**config.mk**
```make
export PLATFORM = sky130hd
export DESIGN_NAME = cpu_trace_mon_flat
export DESIGN_NICKNAME = d
export VERILOG_FILES = /design/src/rtl/cpu_trace_mon_pkg.sv /design/src/rtl/cpu_trace_mon_if.sv /design/src/rtl/cpu_trace_mon_trace_ring.sv /design/src/rtl/cpu_trace_mon.sv /design/src/flat_wrapper.sv
export SDC_FILE = /design/constraint.sdc
export NUM_CORES = 1
export LEC_CHECK = 0
export CAP_MARGIN = 0
export CELL_PAD_IN_SITES_DETAIL_PLACEMENT = 1
export CELL_PAD_IN_SITES_GLOBAL_PLACEMENT = 1
export CORE_ASPECT_RATIO = 0.5
export CORE_UTILIZATION = 55
export CTS_CLUSTER_SIZE = 16
export DETAILED_ROUTE_END_ITERATION = 6
export MAX_ROUTING_LAYER = met4
export PLACE_DENSITY = 0.81
export SKIP_LAST_GASP = 1
export SYNTH_ARGS = -nofsm -noshare
export SYNTH_HDL_FRONTEND = slang
export SYNTH_SLANG_ARGS = --single-unit
export TNS_END_PERCENT = 50
```
**constraint.sdc**
```tcl
create_clock -name clk -period 12.45 [get_ports clk]
set_clock_uncertainty 0.05 [all_clocks]
set_input_delay 3.1125 -clock clk [delete_from_list [all_inputs] [get_ports clk]]
set_output_delay 3.1125 -clock clk [all_outputs]
set_load 0.02 [all_outputs]
```
**src/rtl/cpu_trace_mon_pkg.sv**
```systemverilog
// Shared types for the CPU trace monitor: supervisor FSM states and the trace-entry record.
// Trace-entry fields are sized for the widest supported CPU (PC up to 32 bits, instruction up to 64).
package cpu_trace_mon_pkg;

   typedef enum logic [1:0] {
      ST_IDLE = 2'd0,
      ST_RUN  = 2'd1,
      ST_DONE = 2'd2
   } mon_state_t;

   localparam int TE_PC_W    = 32;
   localparam int TE_INSTR_W = 64;

   typedef struct packed {
      logic [TE_PC_W-1:0]    pc;
      logic [TE_INSTR_W-1:0] instr;
   } trace_entry_t;

endpackage

```
**src/rtl/cpu_trace_mon_if.sv**
```systemverilog
// Bus bundle between a CPU-side driver (master) and the trace monitor (slave).
interface cpu_trace_mon_if #(
   parameter int PC_WIDTH   = 8,
   parameter int DATA_W     = 32,
   parameter int ADDR_WIDTH = 8,
   parameter int DEPTH      = 16
);
   localparam int IDX_W = $clog2(DEPTH);

   logic                  en;
   logic [PC_WIDTH-1:0]   pc;
   logic [DATA_W-1:0]     instr;
   logic                  wr_en;
   logic [ADDR_WIDTH-1:0] wr_addr;
   logic [DATA_W-1:0]     wr_data;
   logic [IDX_W-1:0]      rd_idx;
   logic [PC_WIDTH-1:0]   rd_pc;
   logic [DATA_W-1:0]     rd_instr;
   logic [IDX_W:0]        trace_count;
   logic [31:0]           cycle_count;
   logic [DATA_W-1:0]     result;
   logic                  done;
   logic                  pass;
   logic                  fail;

   modport master (
      output en, pc, instr, wr_en, wr_addr, wr_data, rd_idx,
      input  rd_pc, rd_instr, trace_count, cycle_count, result, done, pass, fail
   );

   modport slave (
      input  en, pc, instr, wr_en, wr_addr, wr_data, rd_idx,
      output rd_pc, rd_instr, trace_count, cycle_count, result, done, pass, fail
   );

endinterface

```
**src/rtl/cpu_trace_mon_trace_ring.sv**
```systemverilog
// Circular trace buffer of {pc, instr}: one write port, saturating fill count,
// and a combinational read indexed from the oldest valid entry.
module trace_ring
   import cpu_trace_mon_pkg::*;
#(
   parameter int PC_W   = 8,
   parameter int DATA_W = 32,
   parameter int DEPTH  = 16,
   localparam int IDX_W = $clog2(DEPTH)
) (
   input  logic              clk,
   input  logic              rst,
   input  logic              i_wr_en,
   input  logic [PC_W-1:0]   i_pc,
   input  logic [DATA_W-1:0] i_instr,
   input  logic [IDX_W-1:0]  i_rd_idx,
   output logic [PC_W-1:0]   o_rd_pc,
   output logic [DATA_W-1:0] o_rd_instr,
   output logic [IDX_W:0]    o_count
);

   localparam logic [IDX_W:0]   FULL = (IDX_W+1)'(DEPTH);
   localparam logic [IDX_W-1:0] ONE  = IDX_W'(1);

   trace_entry_t         r_mem [DEPTH];
   logic [IDX_W-1:0]     r_wr_ptr;
   logic [IDX_W:0]       r_count;
   trace_entry_t         w_entry;
   logic [IDX_W-1:0]     w_slot;

   always_comb begin
      w_entry       = '0;
      w_entry.pc    = TE_PC_W'(i_pc);
      w_entry.instr = TE_INSTR_W'(i_instr);
   end

   // Storage is data only; no reset needed.
   always_ff @(posedge clk) begin
      if (i_wr_en) begin
         r_mem[r_wr_ptr] <= w_entry;
      end
   end

   always_ff @(posedge clk or posedge rst) begin
      if (rst) begin
         r_wr_ptr <= '0;
         r_count  <= '0;
      end else if (i_wr_en) begin
         r_wr_ptr <= r_wr_ptr + ONE;
         if (r_count != FULL) begin
            r_count <= r_count + (IDX_W+1)'(1);
         end
      end
   end

   // When full, the low count bits are zero, so the oldest entry sits at the write pointer.
   assign w_slot     = r_wr_ptr - r_count[IDX_W-1:0] + i_rd_idx;
   assign o_rd_pc    = r_mem[w_slot].pc[PC_W-1:0];
   assign o_rd_instr = r_mem[w_slot].instr[DATA_W-1:0];
   assign o_count    = r_count;

endmodule

```
**src/rtl/cpu_trace_mon.sv**
```systemverilog
// CPU trace monitor: records fetched {pc, instr}, watches stores to RESULT_ADDR, and declares
// the program finished once the PC stays put for HALT_CYCLES enabled samples.
module cpu_trace_mon
   import cpu_trace_mon_pkg::*;
#(
   parameter int PC_WIDTH    = 8,
   parameter int DATA_W      = 32,
   parameter int ADDR_WIDTH  = 8,
   parameter int DEPTH       = 16,
   parameter int HALT_CYCLES = 4,
   parameter int RESULT_ADDR = 8,
   parameter int PASS_VALUE  = 1
) (
   input  logic           clk,
   input  logic           rst,
   cpu_trace_mon_if.slave bus
);

   localparam int HC_W = $clog2(HALT_CYCLES + 1);
   localparam logic [HC_W-1:0]       HALT_LIM  = HC_W'(HALT_CYCLES);
   localparam logic [HC_W-1:0]       HC_ONE    = HC_W'(1);
   localparam logic [ADDR_WIDTH-1:0] RES_ADDR  = ADDR_WIDTH'(RESULT_ADDR);
   localparam logic [DATA_W-1:0]     PASS_WORD = DATA_W'(PASS_VALUE);

   mon_state_t          r_state;
   mon_state_t          w_next_state;
   logic [HC_W-1:0]     r_halt_cnt;
   logic [HC_W-1:0]     w_halt_nxt;
   logic                w_halt_hit;
   logic                w_sample;
   logic                w_res_wr;
   logic [DATA_W-1:0]   w_result_nxt;
   logic [PC_WIDTH-1:0] r_prev_pc;
   logic [31:0]         r_cycle_cnt;
   logic [DATA_W-1:0]   r_result;
   logic                r_done;
   logic                r_pass;
   logic                r_fail;

   // The IDLE->RUN sample is recorded and counted like any other RUN sample.
   always_comb begin
      w_sample     = bus.en && (r_state != ST_DONE);
      w_res_wr     = bus.wr_en && (bus.wr_addr == RES_ADDR) && (r_state != ST_DONE);
      w_result_nxt = w_res_wr ? bus.wr_data : r_result;
      w_halt_nxt   = HC_ONE;
      if (bus.pc == r_prev_pc) begin
         w_halt_nxt = (r_halt_cnt == HALT_LIM) ? r_halt_cnt : r_halt_cnt + HC_ONE;
      end
      w_halt_hit   = w_sample && (r_state == ST_RUN) && (w_halt_nxt == HALT_LIM);
   end

   always_comb begin
      w_next_state = r_state;
      case (r_state)
         ST_IDLE: if (bus.en) w_next_state = ST_RUN;
         ST_RUN:  if (w_halt_hit) w_next_state = ST_DONE;
         ST_DONE: w_next_state = ST_DONE;
         default: w_next_state = ST_IDLE;
      endcase
   end

   always_ff @(posedge clk or posedge rst) begin
      if (rst) begin
         r_state     <= ST_IDLE;
         r_halt_cnt  <= '0;
         r_prev_pc   <= '0;
         r_cycle_cnt <= '0;
         r_result    <= '0;
         r_done      <= 1'b0;
         r_pass      <= 1'b0;
         r_fail      <= 1'b0;
      end else begin
         r_state  <= w_next_state;
         r_result <= w_result_nxt;
         if (w_sample) begin
            r_halt_cnt  <= w_halt_nxt;
            r_prev_pc   <= bus.pc;
            r_cycle_cnt <= r_cycle_cnt + 32'd1;
         end
         // Verdict uses the result as updated this cycle, so a store coinciding with halt counts.
         if (w_halt_hit) begin
            r_done <= 1'b1;
            r_pass <= (w_result_nxt == PASS_WORD);
            r_fail <= (w_result_nxt != PASS_WORD);
         end
      end
   end

   trace_ring #(
      .PC_W   (PC_WIDTH),
      .DATA_W (DATA_W),
      .DEPTH  (DEPTH)
   ) u_ring (
      .clk        (clk),
      .rst        (rst),
      .i_wr_en    (w_sample),
      .i_pc       (bus.pc),
      .i_instr    (bus.instr),
      .i_rd_idx   (bus.rd_idx),
      .o_rd_pc    (bus.rd_pc),
      .o_rd_instr (bus.rd_instr),
      .o_count    (bus.trace_count)
   );

   assign bus.cycle_count = r_cycle_cnt;
   assign bus.result      = r_result;
   assign bus.done        = r_done;
   assign bus.pass        = r_pass;
   assign bus.fail        = r_fail;

endmodule

```
**src/flat_wrapper.sv**
```systemverilog
// flat-port wrapper written by rule: the top's interface ports become plain ports
module cpu_trace_mon_flat import cpu_trace_mon_pkg::*;
#(
   parameter int PC_WIDTH    = 8,
   parameter int DATA_W      = 32,
   parameter int ADDR_WIDTH  = 8,
   parameter int DEPTH       = 16,
   parameter int HALT_CYCLES = 4,
   parameter int RESULT_ADDR = 8,
   parameter int PASS_VALUE  = 1
)
  (clk, rst, bus_en, bus_pc, bus_instr, bus_wr_en, bus_wr_addr, bus_wr_data, bus_rd_idx, bus_rd_pc, bus_rd_instr, bus_trace_count, bus_cycle_count, bus_result, bus_done, bus_pass, bus_fail);
  cpu_trace_mon_if #(.PC_WIDTH(PC_WIDTH), .DATA_W(DATA_W), .ADDR_WIDTH(ADDR_WIDTH), .DEPTH(DEPTH)) bus_i ();
  input  logic clk;
  input  logic rst;
  input wire logic [$bits(bus_i.en)-1:0] bus_en;
  input wire logic [$bits(bus_i.pc)-1:0] bus_pc;
  input wire logic [$bits(bus_i.instr)-1:0] bus_instr;
  input wire logic [$bits(bus_i.wr_en)-1:0] bus_wr_en;
  input wire logic [$bits(bus_i.wr_addr)-1:0] bus_wr_addr;
  input wire logic [$bits(bus_i.wr_data)-1:0] bus_wr_data;
  input wire logic [$bits(bus_i.rd_idx)-1:0] bus_rd_idx;
  output wire logic [$bits(bus_i.rd_pc)-1:0] bus_rd_pc;
  output wire logic [$bits(bus_i.rd_instr)-1:0] bus_rd_instr;
  output wire logic [$bits(bus_i.trace_count)-1:0] bus_trace_count;
  output wire logic [$bits(bus_i.cycle_count)-1:0] bus_cycle_count;
  output wire logic [$bits(bus_i.result)-1:0] bus_result;
  output wire logic [$bits(bus_i.done)-1:0] bus_done;
  output wire logic [$bits(bus_i.pass)-1:0] bus_pass;
  output wire logic [$bits(bus_i.fail)-1:0] bus_fail;
  assign bus_i.en = bus_en;
  assign bus_i.pc = bus_pc;
  assign bus_i.instr = bus_instr;
  assign bus_i.wr_en = bus_wr_en;
  assign bus_i.wr_addr = bus_wr_addr;
  assign bus_i.wr_data = bus_wr_data;
  assign bus_i.rd_idx = bus_rd_idx;
  assign bus_rd_pc = bus_i.rd_pc;
  assign bus_rd_instr = bus_i.rd_instr;
  assign bus_trace_count = bus_i.trace_count;
  assign bus_cycle_count = bus_i.cycle_count;
  assign bus_result = bus_i.result;
  assign bus_done = bus_i.done;
  assign bus_pass = bus_i.pass;
  assign bus_fail = bus_i.fail;
  cpu_trace_mon #(.PC_WIDTH(PC_WIDTH), .DATA_W(DATA_W), .ADDR_WIDTH(ADDR_WIDTH), .DEPTH(DEPTH), .HALT_CYCLES(HALT_CYCLES), .RESULT_ADDR(RESULT_ADDR), .PASS_VALUE(PASS_VALUE)) u_core (.clk(clk), .rst(rst), .bus(bus_i));
endmodule
```
* Word level (Yosys, flattened, before mapping)
Memory sizes are Yosys's and may differ from the RTL's.
Index checks and enable logic that the tools add are counted.
Widths: inputs -> output; s select.
** Word-level totals
- Word-level logic and storage cells :: 45
- Output and inout bits :: 112
- Flip-flop bits (word level) :: 89
- Input port bits :: 88
- Memories kept :: 1
- RAM bits :: 640
** Memory list
- u_core.u_ring.r_mem :: words 16, bits a word 40, read ports 1, clocked after memory_dff 0, write ports 1, RTL line cpu_trace_mon_trace_ring.sv:25 : trace_entry_t r_mem [DEPTH];
** Cells by class
- Add/sub/neg operators :: 6
- Muxes and demuxes :: 8
- Reduce and logical (&&, ||, !) cells :: 8
- Eq/ne operators :: 12
** Operator list (count)
- $add 32x1->32 const B :: 1
- $eq 32x1->1 const B :: 1
- $mux 32 :: 1
- $ne 32x1->1 const B :: 1
- $eq 8x4->1 const B :: 1
- $eq 8x8->1 :: 1
- $eq 3x3->1 const B :: 2
- $mux 3 :: 2
- $pmux 2 s3 :: 1
- $add 5x1->5 const B :: 1
- $logic_and 1x1->1 :: 5
- $ne 5x5->1 const B :: 1
- $add 4x1->4 const B :: 1
- $add 4x4->4 :: 1
- $mux 2 :: 2
- $ne 2x2->1 const B :: 2
- $reduce_and 2->1 :: 2
- $sub 4x4->4 :: 1
- $add 3x1->3 const B :: 1
- $eq 2x1->1 const B :: 1
- $eq 2x2->1 const B :: 1
- $logic_not 2->1 :: 1
- $mux 1 :: 2
- $ne 2x1->1 const B :: 1

* Depth between registers and ports, before layout
Gate-level depths: netlist (run 1).
- Word-level depth :: 7
- Depth in mapped cells :: 11
- Depth with buffers taken out :: 9

* Modules after synthesis
From an unflattened synthesis (run 1), not the netlist that was laid out.
** Second synthesis, totals
- Cells, all modules :: 1448
- Area, all modules :: 28657.5 um^2
** By module, submodules not included
- trace_ring :: area an instance 24962.7 um^2, instances 1, seq. area each 19443.6 um^2, cells each 1151
- cpu_trace_mon :: area an instance 3694.8 um^2, instances 1, seq. area each 2001.9 um^2, cells each 297

* Least setup slack after synthesis (run 1)
Ideal clock, no wire load.
- Kind :: input port to output port
- Start :: input port bus_rd_idx[1]
- End :: output port bus_rd_instr[19]
- Arrival time :: 5.688 ns
- Path buffers :: 3
- Data required time :: 9.288 ns
- Slack :: 3.600 ns
- Stages on the path :: 10
- Cells stage by stage :: inv_1 -> fa_1 -> inv_1 -> fa_1 -> buf_2 -> clkbuf_1 -> clkbuf_1 -> mux4_2 -> a211oi_1 -> a31oi_1
** Between the ends
- Cells in the longest elaborated chain, start to end :: 2
** RTL lines
- start: declaration :: RTL line flat_wrapper.sv:22 : input wire logic [$bits(bus_i.rd_idx)-1:0] bus_rd_idx;
- $add 4x4->4 :: RTL line cpu_trace_mon_trace_ring.sv:57 : assign w_slot = r_wr_ptr - r_count[IDX_W-1:0] + i_rd_idx;
- $mem_v2 16x40
- end: declaration :: RTL line flat_wrapper.sv:24 : output wire logic [$bits(bus_i.rd_instr)-1:0] bus_rd_instr;
No other way between the ends.

* Final worst setup path (run 1)
- Start :: input port bus_rd_idx[1]
- End :: output port bus_rd_instr[2]
Same word-level chain as after synthesis.

==> impl_metrics.yaml, run 1 <==
critical_path:
  slowest_stage: "fa_4"
  crit_type: "in -> out"
  path_cells: "clkdlybuf4s50_1, inv_1, fa_1, inv_1, fa_4, buf_4, mux4_2, and2_1, a211oi_1, a31oi_1, clkdlybuf4s50_1"
  arrival_ns: 7.62
  start_kind: "input port"
  worstRegToRegCells: 7
  worstSetupEndpointType: "output pin"
  cp_data_required_time_ns: 9.29
  critPathMaxStageDelay_ns: 1.05
  crit_fanout: 45
sta:
  final-hold-violation-count: 0
  relSlewSlack_pct: 20.6
  finalMaxSlewViolations: 0
  fmax_mhz: 92.7
  period_share_pct: 86.6
  setup_viol_count_final: 0
  fin_setup_tns_ns: 0
  max_slew.worst_pin.slew_ns: 1.19
  grt_setup_unrepaired: "no"
  fin_crit_ns: 10.78
cts:
  clock_latency_ns: 0.62
  cts_buffers: 60
  cts_resized: 0
  clkSinkCount: 729
  cts_root_buf: "clkbuf_16"
  clockBufferDepth: 3
  cts_hold_buf: 0
  cts-htree-levels: 2
  clk_pin_slew_ns: 0.07
  cts_tree: "yes"
  cts_post_setup_buffers_inserted: 0
synthesis:
  ys_ff_latch: 729
  syn_area_um2: 28500
  synth.distinct_cells: 45
  yosys_most_used_dff: "edfxtp_1"
  synth_nets: 1559
  synth_warnings: 0
  syn-instance-count: 1452
  yosys.area.top_type_share_pct: 67.3
  syn_avg_cell_area_um2: 19.7
  synth_area_leaders: "edfxtp_1 67%, mux4_2 13%, dfrtp_1 7.8%"
  synthArstFlopShare_pct: 12.2
  yosysSeqAreaShare_pct: 75.1
  synth-edff-count: 640
  yosys.area.top_type: "edfxtp_1"
die:
  die_area_um2: 52900
  core_um2: 50700
  ioPinCount: 200
  initial_core_util_pct: 56.3
  fp.dieW_um: 324
  die_y_um: 163
  rows: 58
drt:
  firstDrtPassIters: 5
  totalWireLength_um: 73000
  routedWlPerCell_um: 30.4
  initialDrtViolationCount: 1493
  vias: 15162
  ant_nets: 0
  drcViolationCount: 0
  viasPerCell: 6.32
status:
  outcome: "complete, no violations"
grt:
  grt_start_max_net_pins: 93
  grt_pass1_wl_um: 108000
  gr-total-overflow: 0
  track_usage_pct: 29.2
  grt_pass1_vias: 16542
  antenna_found_initial: 3
finish:
  syn2layout_area_growth_pct: 16.4
  layout_common_cells: "640 x edfxtp_1, 199 x clkdlybuf4s50_1, 160 x mux4_2"
  drive_gt1_share_pct: 19.1
  mostFrequentLayoutCell: "edfxtp_1"
  nets: 1768
  fillers: 4183
placement:
  io_buffers: 199
  place_hpwl_um: 37400
  gp_congestion: 0.803
min_path:
  hold_depth: 1
  hold_class: "reg -> reg"
job:
  max_cap_violations: 0
-- sequential cells by signal, indices dropped and copies added (netlist names), 2 cells and up --
name,flops
u_core.u_ring.o_count,5
u_core.bus.result,32
u_core.u_ring.r_wr_ptr,4
u_core.r_halt_cnt,3
u_core.bus.cycle_count,32
u_core.r_state,2
u_core.r_prev_pc,8
u_core.u_ring.r_mem,640
-- Yosys cell counts, drive strengths merged (8+ instances only) --
master / count
dfrtp: 89
nand2: 125
a21oi: 8
edfxtp: 640
mux4: 160
a211oi: 41
buf: 23
nand4: 14
mux2: 33
inv: 21
xnor2: 34
nand3: 10
xor2: 18
ha: 16
and2: 58
nor4: 17
clkbuf: 46
nor2: 15
a31oi: 42
-- worst max-delay path: cells and delay by family --
kind,cells,cell delay [ns]
AND/OR/NAND/NOR,1,0.17
adder cells (fa/ha/maj),2,1.55
buffers and inverters,5,1.87
AO/OA/AOI/OAI,2,0.44
multiplexers,1,0.41
-- through the flow --
step                      utilization, %  setup WS, ns  hold WS [ns]  cells  cell area, um2
after global routing                65.5          1.52         0.461   2400           33200
after detailed placement            61.8          1.72         0.423   2289           31400
after CTS                           65.5          1.67         0.439   2397           33200
final                               65.5          1.67         0.431   2400           33200
after global placement              61.8          1.82         0.402   2289           31400
after floorplan                        -          3.60         0.416   1452           28500
-- metal layers --
layer	part of all wire (%)	global-route usage, %	up-vias
li1	-	-	6229
met1	39	37.6	7995
met2	51	48.2	821
met3	7.9	6.03	117
met4	2.3	7.46	0
met5	0	-	-
-- cell families (layout without fill, tap and decap cells) --
logic type	after synthesis	count (layout)	synth area share, %
xor gates and xnor gates	52	52	1.60
AOI/OAI and AO/OA	101	101	2.38
adders and majority gates	19	19	0.912
and+or+nand+nor	268	268	4.74
muxes	193	193	13.9
DFF	729	729	75.1
other	0	3	0
buffers and inverters	90	345	1.32
-- path summary, 6_finish.rpt --
kind	to	slack, ns	startpoint
min in group asynchronous	u_core.bus.cycle_count[8]	3.14	rst
max	bus_rd_instr[2]	1.67	bus_rd_idx[1]
max in group asynchronous	u_core.bus.cycle_count[3]	8.50	rst
min reg2reg	u_core.bus.cycle_count[31]	0.43	u_core.bus.cycle_count[31]
min	u_core.bus.cycle_count[31]	0.43	u_core.bus.cycle_count[31]
max reg2reg	u_core.u_ring.r_mem[6][22]	9.41	u_core.r_state[0]
-- area by class of cell --
type	count	area (um2)	share of cell area, %
Inverter	21	80.1	0.241
Multi-Input combinational cell	633	6810	20.5
Antenna cell	3	7.51	0.0226
Sequential cell	729	21400	64.5
Clock buffer	74	1580	4.74
Timing Repair Buffer	216	2170	6.53
Tap cell	690	863	2.60
Clock inverter	34	273	0.821
Power of run 1 is not shown: default switching activity piles up to over one toggle a cycle in this logic, so the estimate is an artifact.
==> inputs of run 2 (changes only) <==
- CTS_CLUSTER_DIAMETER: default -> 40
==> run 2 against run 1 <==
- critical path depth unchanged
- worst setup slack improved by 0.019 ns
- flip-flop and latch count unchanged
- non-clock buffer count unchanged
- critical path type unchanged
- critical endpoint unchanged
- largest cell class unchanged
- highest routed layer unchanged
==> impl_metrics.yaml, run 2 (synthesis results as in run 1) <==
drt:
  firstDrtPassIters: 5
  viasPerCell: 6.29
  drcViolationCount: 0
  routedWlPerCell_um: 29.5
  totalWireLength_um: 70000
  vias: 14915
  ant_nets: 0
  initialDrtViolationCount: 1469
sta:
  relSlewSlack_pct: 19.2
  setup_viol_count_final: 0
  finalMaxSlewViolations: 0
  fmax_mhz: 92.9
  fin_setup_tns_ns: 0
  fin_crit_ns: 10.76
  period_share_pct: 86.5
  max_slew.worst_pin.slew_ns: 1.21
  grt_setup_unrepaired: "no"
  final-hold-violation-count: 0
critical_path:
  crit_fanout: 45
  r2r-start: "u_core.r_state[0]"
  worstSetupEndpointType: "output pin"
  worstRegToRegCells: 7
  path_cells: "clkdlybuf4s50_1, inv_1, fa_1, inv_1, fa_4, buf_4, mux4_2, and2_1, a211oi_1, a31oi_1, clkdlybuf4s50_1"
  crit_type: "in -> out"
  start_kind: "input port"
  cp_data_required_time_ns: 9.29
  crit_path_start: "bus_rd_idx[1]"
  critPathMaxStageDelay_ns: 1.05
  worstSetupEndpoint: "bus_rd_instr[2]"
  r2r_slack_ns: 9.34
  slowest_stage: "fa_4"
  timing.rr.end: "u_core.u_ring.r_mem[6][30]"
  arrival_ns: 7.60
cts:
  cts_resized: 0
  cts-htree-levels: 2
  cts_buffers: 56
  cts_root_buf: "clkbuf_16"
  clockBufferDepth: 3
  clock_latency_ns: 0.61
  cts_hold_buf: 0
  clk_pin_slew_ns: 0.07
  cts_tree: "yes"
  cts_post_setup_buffers_inserted: 0
  clkSinkCount: 729
grt:
  grt_pass1_wl_um: 104000
  gr-total-overflow: 0
  grt_use_met2_pct: 46.2
  grt_busiest_layer: "met2"
  antenna_found_initial: 2
  grt_start_max_net_pins: 93
  grtUsageMet1_pct: 36.8
  grt_pass1_vias: 16448
  track_usage_pct: 28.1
  grt_use_met3_pct: 5.10
placement:
  gp_congestion: 0.803
  io_buffers: 199
  place_hpwl_um: 37400
finish:
  largest_reg_flops: 640
  syn2layout_area_growth_pct: 15.6
  nets: 1764
  regMostFlops: "u_core.u_ring.r_mem"
  mostFrequentLayoutCell: "edfxtp_1"
  drive_gt1_share_pct: 18.9
  layout_common_cells: "640 x edfxtp_1, 199 x clkdlybuf4s50_1, 160 x mux4_2"
min_path:
  hold_class: "reg -> reg"
die:
  fp.dieW_um: 324
  ioPinCount: 200
  core_um2: 50700
  rows: 58
  die_area_um2: 52900
  initial_core_util_pct: 56.3
  die_y_um: 163
status:
  outcome: "complete, no violations"
job:
  max_cap_violations: 0
## run 2: cell types whose count changed in the layout (fill, tap and decap cells not counted)
| cell | previous run | this run |
|---|---|---|
| bufinv_16 | 4 | 0 |
| clkbuf_1 | 13 | 7 |
| clkbuf_16 | 61 | 57 |
| clkbuf_8 | 0 | 3 |
| clkinv_1 | 15 | 3 |
| clkinv_2 | 9 | 2 |
| clkinv_4 | 2 | 1 |
| clkinv_8 | 0 | 2 |
| clkinvlp_2 | 1 | 0 |
| clkinvlp_4 | 1 | 2 |
| diode_2 | 3 | 2 |
| inv_6 | 3 | 6 |
## run 2: critical path, delay by kind of cell
| kind | cells | cell delay (ns) |
|---|---|---|
| buffers and inverters | 5 | 1.88 |
| muxes | 1 | 0.42 |
| and+or+nand+nor | 1 | 0.17 |
| adders and majority gates | 2 | 1.55 |
| AOI/OAI and AO/OA | 2 | 0.41 |
## run 2: per-layer routing
layer | vias up | routed length [um]
met2 | 681 | 35400
met1 | 7910 | 28200
met5 | - | 0
met4 | 0 | 1650
li1 | 6198 | -
met3 | 126 | 4830
## run 2: worst min path at each step
stage,cells past startpoint,slack [ns],from,end
global route,1,0.45,u_core.bus.cycle_count[31],u_core.bus.cycle_count[31]
floorplan,2,0.42,u_core.r_prev_pc[0],u_core.r_prev_pc[0]
global placement,1,0.40,u_core.bus.done,u_core.bus.done
CTS,1,0.44,u_core.bus.cycle_count[31],u_core.bus.cycle_count[31]
finish,1,0.44,u_core.bus.fail,u_core.bus.fail
detailed placement,1,0.42,u_core.bus.cycle_count[31],u_core.bus.cycle_count[31]
## run 2: area by class of cell
type | count | area, um2
clock inverter | 15 | 125
multi-input combinational | 633 | 6810
sequential | 729 | 21400
clock buffer | 67 | 1490
antenna | 2 | 5.00
timing repair buffer | 216 | 2170
inverter | 21 | 80.1
tap | 690 | 863
fill | 4172 | 17700
## run 2: stage by stage
step	cell area [um2]	hold WS [ns]	worst slack, ns	util [%]	cells
finish	33000	0.443	1.69	65.0	2373
detailed placement	31400	0.423	1.72	61.8	2289
CTS	33000	0.441	1.71	65.0	2371
global route	33000	0.451	1.52	65.0	2373
global placement	31400	0.402	1.82	61.8	2289
floorplan	28500	0.416	3.60	-	1452
Power of run 2 is left out for the same reason.
